File: config.mk
export PLATFORM = sky130hd
export DESIGN_NAME = serial_add_ctrl
export DESIGN_NICKNAME = d
export VERILOG_FILES = /design/src/rtl/serial_add_ctrl.sv
export SDC_FILE = /design/constraint.sdc
export NUM_CORES = 1
export LEC_CHECK = 0
export ABC_AREA = 0
export CORE_ASPECT_RATIO = 1.5
export CORE_MARGIN = 2
export CORE_UTILIZATION = 46
export DETAILED_ROUTE_END_ITERATION = 6
export PLACE_DENSITY = 0.76
export SKIP_CTS_REPAIR_TIMING = 1
export SLEW_MARGIN = 25
export SYNTH_ARGS = -nofsm -noshare
export SYNTH_HDL_FRONTEND = slang
export SYNTH_SLANG_ARGS = --single-unit
File: constraint.sdc
create_clock -name i_clk -period 1.5 [get_ports i_clk]
set_input_delay 0.3 -clock i_clk [delete_from_list [all_inputs] [get_ports i_clk]]
set_output_delay 0.3 -clock i_clk [all_outputs]
set_load 0.02 [all_outputs]
File: src/rtl/serial_add_ctrl.sv
// rtl/serial_add_ctrl.sv - bit-serial adder controller around a single 1-bit full adder

// One-bit full adder cell; the controller time-multiplexes a single instance of it.
module fa (
    input  logic a,
    input  logic b,
    input  logic cin,
    output logic sum,
    output logic carry
);

    assign sum   = a ^ b ^ cin;
    assign carry = (a & b) | (a & cin) | (b & cin);

endmodule

module serial_add_ctrl #(
    parameter int WIDTH = 8
) (
    input  logic             i_clk,
    input  logic             i_rst_n,
    input  logic             i_valid,
    output logic             o_ready,
    input  logic [WIDTH-1:0] i_a,
    input  logic [WIDTH-1:0] i_b,
    input  logic             i_cin,
    output logic             o_valid,
    input  logic             i_ready,
    output logic [WIDTH-1:0] o_sum,
    output logic             o_cout,
    output logic             o_ovf,
    output logic             o_busy
);

    localparam int CW = $clog2(WIDTH);

    typedef enum logic [1:0] {
        IDLE = 2'd0,
        RUN  = 2'd1,
        DONE = 2'd2
    } state_t;

    state_t            state;
    state_t            state_nxt;
    logic [CW-1:0]     cnt;
    logic [WIDTH-1:0]  a_sr;
    logic [WIDTH-1:0]  b_sr;
    logic [WIDTH-1:0]  sum_sr;
    logic              carry;
    logic              fa_sum;
    logic              fa_carry;
    logic              last_bit;

    // The counter holds the index of the bit being processed, so it reaches
    // WIDTH-1 on the final RUN edge without ever wrapping before the decision.
    assign last_bit = (cnt == CW'(WIDTH - 1));

    fa u_fa (
        .a     (a_sr[0]),
        .b     (b_sr[0]),
        .cin   (carry),
        .sum   (fa_sum),
        .carry (fa_carry)
    );

    // State register.
    always_ff @(posedge i_clk or negedge i_rst_n) begin
        if (!i_rst_n) begin
            state <= IDLE;
        end else begin
            state <= state_nxt;
        end
    end

    // Next-state logic: accept in IDLE, run WIDTH bit-steps, hold in DONE until taken.
    always_comb begin
        state_nxt = state;
        case (state)
            IDLE:    if (i_valid)  state_nxt = RUN;
            RUN:     if (last_bit) state_nxt = DONE;
            DONE:    if (i_ready)  state_nxt = IDLE;
            default:               state_nxt = IDLE;
        endcase
    end

    // Handshake and status outputs decoded purely from the state.
    always_comb begin
        o_ready = 1'b0;
        o_valid = 1'b0;
        o_busy  = 1'b0;
        case (state)
            IDLE:    o_ready = 1'b1;
            RUN:     o_busy  = 1'b1;
            DONE:    o_valid = 1'b1;
            default: o_ready = 1'b0;
        endcase
    end

    // Datapath: capture operands, shift one bit per RUN edge, publish the result on the last bit.
    always_ff @(posedge i_clk or negedge i_rst_n) begin
        if (!i_rst_n) begin
            cnt    <= '0;
            a_sr   <= '0;
            b_sr   <= '0;
            sum_sr <= '0;
            carry  <= 1'b0;
            o_sum  <= '0;
            o_cout <= 1'b0;
            o_ovf  <= 1'b0;
        end else begin
            if (state == IDLE && i_valid) begin
                a_sr  <= i_a;
                b_sr  <= i_b;
                carry <= i_cin;
                cnt   <= '0;
            end else if (state == RUN) begin
                a_sr   <= a_sr >> 1;
                b_sr   <= b_sr >> 1;
                sum_sr <= {fa_sum, sum_sr[WIDTH-1:1]};
                carry  <= fa_carry;
                cnt    <= cnt + 1'b1;
                if (last_bit) begin
                    // carry still holds the carry into the MSB here.
                    o_sum  <= {fa_sum, sum_sr[WIDTH-1:1]};
                    o_cout <= fa_carry;
                    o_ovf  <= carry ^ fa_carry;
                end
            end
        end
    end

endmodule
### Word level (Yosys, flattened, before mapping)

Cells that the tools add are included.

* input port bits: 21
* register bits: 40
* word-level logic and storage cells: 46
* output and inout port bits: 13

* mux-type cells: 15
* add/subtract/negate cells: 1
* reduce and logical (&&, ||, !) cells: 6
* bitwise operators: 9
* eq/ne operators: 6

Operators with widths (count)
* $mux W8: 4
* $mux W2: 3
* $mux W3: 2
* $ne A2 B2 Y1 const B: 3
* $pmux W2 S3: 1
* $reduce_and A3 Y1: 2
* $mux W1: 5
* $add A3 B1 Y3 const B: 1
* $and A1 B1 Y1: 3
* $eq A3 B3 Y1 const B: 1
* $xor A1 B1 Y1: 3
* $eq A2 B1 Y1 const B: 1
* $eq A2 B2 Y1 const B: 1
* $logic_not A2 Y1: 1
* $or A1 B1 Y1: 2
* $reduce_and A2 Y1: 1
* $reduce_bool A2 Y1: 1
* $logic_and A1 B1 Y1: 1
* $not A1 Y1: 1

### Depth between registers and ports, before layout

* depth in word-level cells: 5
* mapped depth: 6
* depth with buffers taken out: 5

### By module

From an unflattened synthesis, not the netlist that was laid out.

* cell total of the unflattened synthesis: 146
* area total of the unflattened synthesis: 1734.2 um^2

By module, submodules not included
* serial_add_ctrl: seq. area each 975.9 um^2, cells each 145, instances 1, area an instance 1714.1 um^2
* fa: seq. area each 0.0 um^2, cells each 1, instances 1, area an instance 20.0 um^2

### Worst setup path before layout

No wires, ideal clock.

* path type: register -> register
* start: register cnt[0]
* end: register o_cout
* buffers on the path: 1
* data arrival time: 1311 ps
* slack: 64 ps
* stages on the path, launching flop included: 6
* period minus slack after synthesis: 1436 ps
* cell sequence: dfrtp_1 > ha_1 > ha_1 > nand3b_4 > buf_6 > mux2_4

* cells in the longest elaborated chain, start to end: 2

Ends and longest elaborated chain
* from (decl): line 45 `logic [CW-1:0] cnt;`
* from (signal assigned): line 121 `cnt <= cnt + 1'b1;`
* $eq A3 B3 Y1: line 56 `assign last_bit = (cnt == CW'(WIDTH - 1));`
* $reduce_and A3 Y1 (no source line)
* to (signal assigned): line 125 `o_cout <= fa_carry;`
* to (decl): line 30 `output logic o_cout,`

No other way between the ends.
A chain may end at the register's enable or synchronous reset.

### Worst setup path in the final report

* start: register state[0]
* end: output port o_ready

* cells in the longest elaborated chain, start to end: 2

Ends and longest elaborated chain
* from (decl): line 43 `state_t state;`
* from (signal assigned): line 71 `state <= state_nxt;`
* $logic_not A2 Y1: line 91 `case (state)`
* $mux W1: line 91
* to (decl): line 23 `output logic o_ready,`

No other way between the ends.

==> results.json <==
{
  "die-width_um": 54.4,
  "grt_pass1_vias": 1433,
  "crit_arrival_ns": 1.15,
  "end_kind": "output port",
  "via_per_inst": 5.76,
  "cp_data_required_time_ns": 1.20,
  "num_rows": 27,
  "firstDrtPassIters": 4,
  "p_per_area_nw_per_um2": 2170,
  "synth_edf_count": 0,
  "core_area_um2": 3650,
  "synth_common_cells": "39 x dfrtp_1, 25 x nand2_1, 25 x o22ai_1",
  "drt-initial-drc-count": 52,
  "place_congestion": 0.802,
  "criticalPathCategory": "reg -> out",
  "syn_nets": 176,
  "synth-main-ff-cell": "dfrtp_1",
  "hold_viol_final": 0,
  "synth_top_area_cell": "dfrtp_1",
  "insertion_delay_ns": 0.30,
  "antenna_found_initial": 0,
  "ys_ff_latch": 39,
  "vias": 1377,
  "p_leak_nw": 1.16,
  "synth_cell_types": 29,
  "yosys-top-cells-area": "dfrtp_1 56%, o22ai_1 8.9%, mux2_4 6.0%, nand2_1 5.4%, a21oi_1 3.7%",
  "start_util_pct": 47.9,
  "pin_count": 34,
  "rsz0062_at_grt": "no",
  "grt_max_degree": 22,
  "routed_wl_mm": 3.87,
  "die_height_um": 79.5,
  "syn_avg_cell_area_um2": 11.5,
  "grt_pass1_wl_mm": 6.45,
  "finalMaxSlewViolations": 0,
  "fin_crit_ns": 1.45,
  "setup_viol": 0,
  "dieArea_um2": 4320,
  "area_growth_pct": 32.2,
  "tightest_slew_ns": 0.474,
  "grt_usage_pct": 20.9,
  "synth_top_area_share_pct": 55.8,
  "cp-start-kind": "flip-flop",
  "fin_skew_ns": 0.00318,
  "fmax_mhz": 689,
  "numCtsBuffers": 5,
  "dp_slack_ns": -0.0665,
  "irDropWorstVdd_mv": 1.04,
  "avgRoutedWirePerCell_um": 16.2,
  "cts_tree": "done",
  "cp_max_fo": 4,
  "slew_headroom_pct": 68.4,
  "clockRootBuffer": "clkbuf_8",
  "port_buffers": 33,
  "ys_async_sr_fraction_pct": 100,
  "outcome": "complete, no violations",
  "maxCapViolCount": 0,
  "synthesis.area_um2": 1750,
  "synth_cells": 152,
  "hp-class": "in -> async",
  "setup_ws_ns": 0.0490,
  "drc": 0,
  "synth_seq_area_share_pct": 55.8,
  "setup_tns_ns": 0,
  "clk_path_buf_depth": 2,
  "finalCritPeriodShare_pct": 96.7,
  "fin_nets": 219,
  "yosysMostFrequentCell": "dfrtp_1",
  "ant_nets": 0,
  "num_antenna_cells": 0,
  "synth.yosys.warnings": 0,
  "htree_levels": 2,
  "drive_gt1_share_pct": 19.9,
  "clkTransAtPathRegs_ns": 0.08,
  "hpwl_mm": 2.74,
  "clock-sinks": 39,
  "final_util_pct": 63.4,
  "grt_overflow_total": 0
}
## per-layer routing
layer	share of wire, %	up-vias	wire [um]	global-route usage [%]
met3	5.3	13	206	5.62
met1	38	678	1460	23.7
met5	0	-	0	0
met4	3.7	0	143	12.5
met2	53	52	2060	33.9
li1	-	634	-	-
## cell type report
| class | count | area, um2 |
|---|---|---|
| Fill cell | 290 | 1340 |
| Sequential cell | 39 | 976 |
| Multi-Input combinational cell | 101 | 688 |
| Timing Repair Buffer | 45 | 450 |
| Clock buffer | 6 | 72.6 |
| Clock inverter | 2 | 60.1 |
| Tap cell | 43 | 53.8 |
| Inverter | 3 | 11.3 |
## sequential cells by signal, summed over array words and instances (netlist names)
signal and cells:
a_sr 8, b_sr 8, o_sum 8, sum_sr 7, cnt 3, state 2, carry 1, o_cout 1
o_ovf 1
## placed cells by master, fill, tap and decap left out, types with 2 or more instances in the layout
| cell | netlist | routed |
|---|---|---|
| a21oi_1 | 13 | 13 |
| a22o_1 | 2 | 2 |
| a2bb2oi_1 | 3 | 3 |
| buf_2 | 3 | 2 |
| buf_4 | 2 | 11 |
| bufinv_16 | 0 | 2 |
| clkbuf_8 | 0 | 5 |
| clkdlybuf4s50_1 | 0 | 19 |
| dfrtp_1 | 39 | 39 |
| dlymetal6s2s_1 | 0 | 11 |
| inv_2 | 2 | 2 |
| mux2_2 | 2 | 2 |
| mux2_4 | 7 | 7 |
| nand2_1 | 25 | 25 |
| nand2b_1 | 3 | 3 |
| nor2_1 | 3 | 2 |
| nor2_2 | 1 | 2 |
| o21ai_0 | 3 | 3 |
| o21ai_1 | 2 | 2 |
| o22ai_1 | 25 | 25 |
## metrics by stage
stage                     instance area (um2)  total power [mW]  hold WS, ns  instances
final                                    2310              5.02        0.485        239
after global routing                     2310              5.35        0.518        239
after CTS                                2260              5.05      -0.0382        236
after detailed placement                 2130              4.01        0.286        228
after global placement                   2130              3.87        0.266        228
after floorplan                          1750              3.34      0.00441        152
## kinds of logic (layout without fill, tap and decap cells)
group                      count (synthesis)  count (layout)  synth area share (%)
and+or+nand+nor                           37              38                  10.4
DFF                                       39              39                  55.8
adders and majority gates                  3               3                  2.57
buffers and inverters                     13              56                  5.79
AOI/OAI and AO/OA                         50              50                  17.7
muxes                                      9               9                  7.30
xor gates and xnor gates                   1               1                 0.501
## where the power goes
group | switching (mW) | internal, mW
clock | 0.378 | 0.665
sequential | 0.339 | 1.54
combinational | 1.05 | 1.05
total | 1.76 | 3.25
## path summary, 6_finish.rpt
kind | slack (ns) | endpoint | cells past startpoint | startpoint
max | 0.05 | o_ready | 2 | state[0]$_DFFE_PN0P_
min | 0.48 | sum_sr[4]$_DFFE_PN0P_ | 2 | i_rst_n
max reg2reg | 0.08 | o_cout$_DFFE_PN0P_ | 4 | cnt[0]$_DFFE_PN0P_
min reg2reg | 0.49 | o_ovf$_DFFE_PN0P_ | 2 | o_ovf$_DFFE_PN0P_
max in group asynchronous | 0.54 | carry$_DFFE_PN0P_ | 3 | i_rst_n
min in group i_clk | 0.49 | o_ovf$_DFFE_PN0P_ | 2 | o_ovf$_DFFE_PN0P_
## worst max-delay path, cell delays in order (launching register included)
cell and delay [ns]:
dfrtp_1 0.43, nor2_1 0.18, dlymetal6s2s_1 0.25
(Power assumes the default switching activity.)
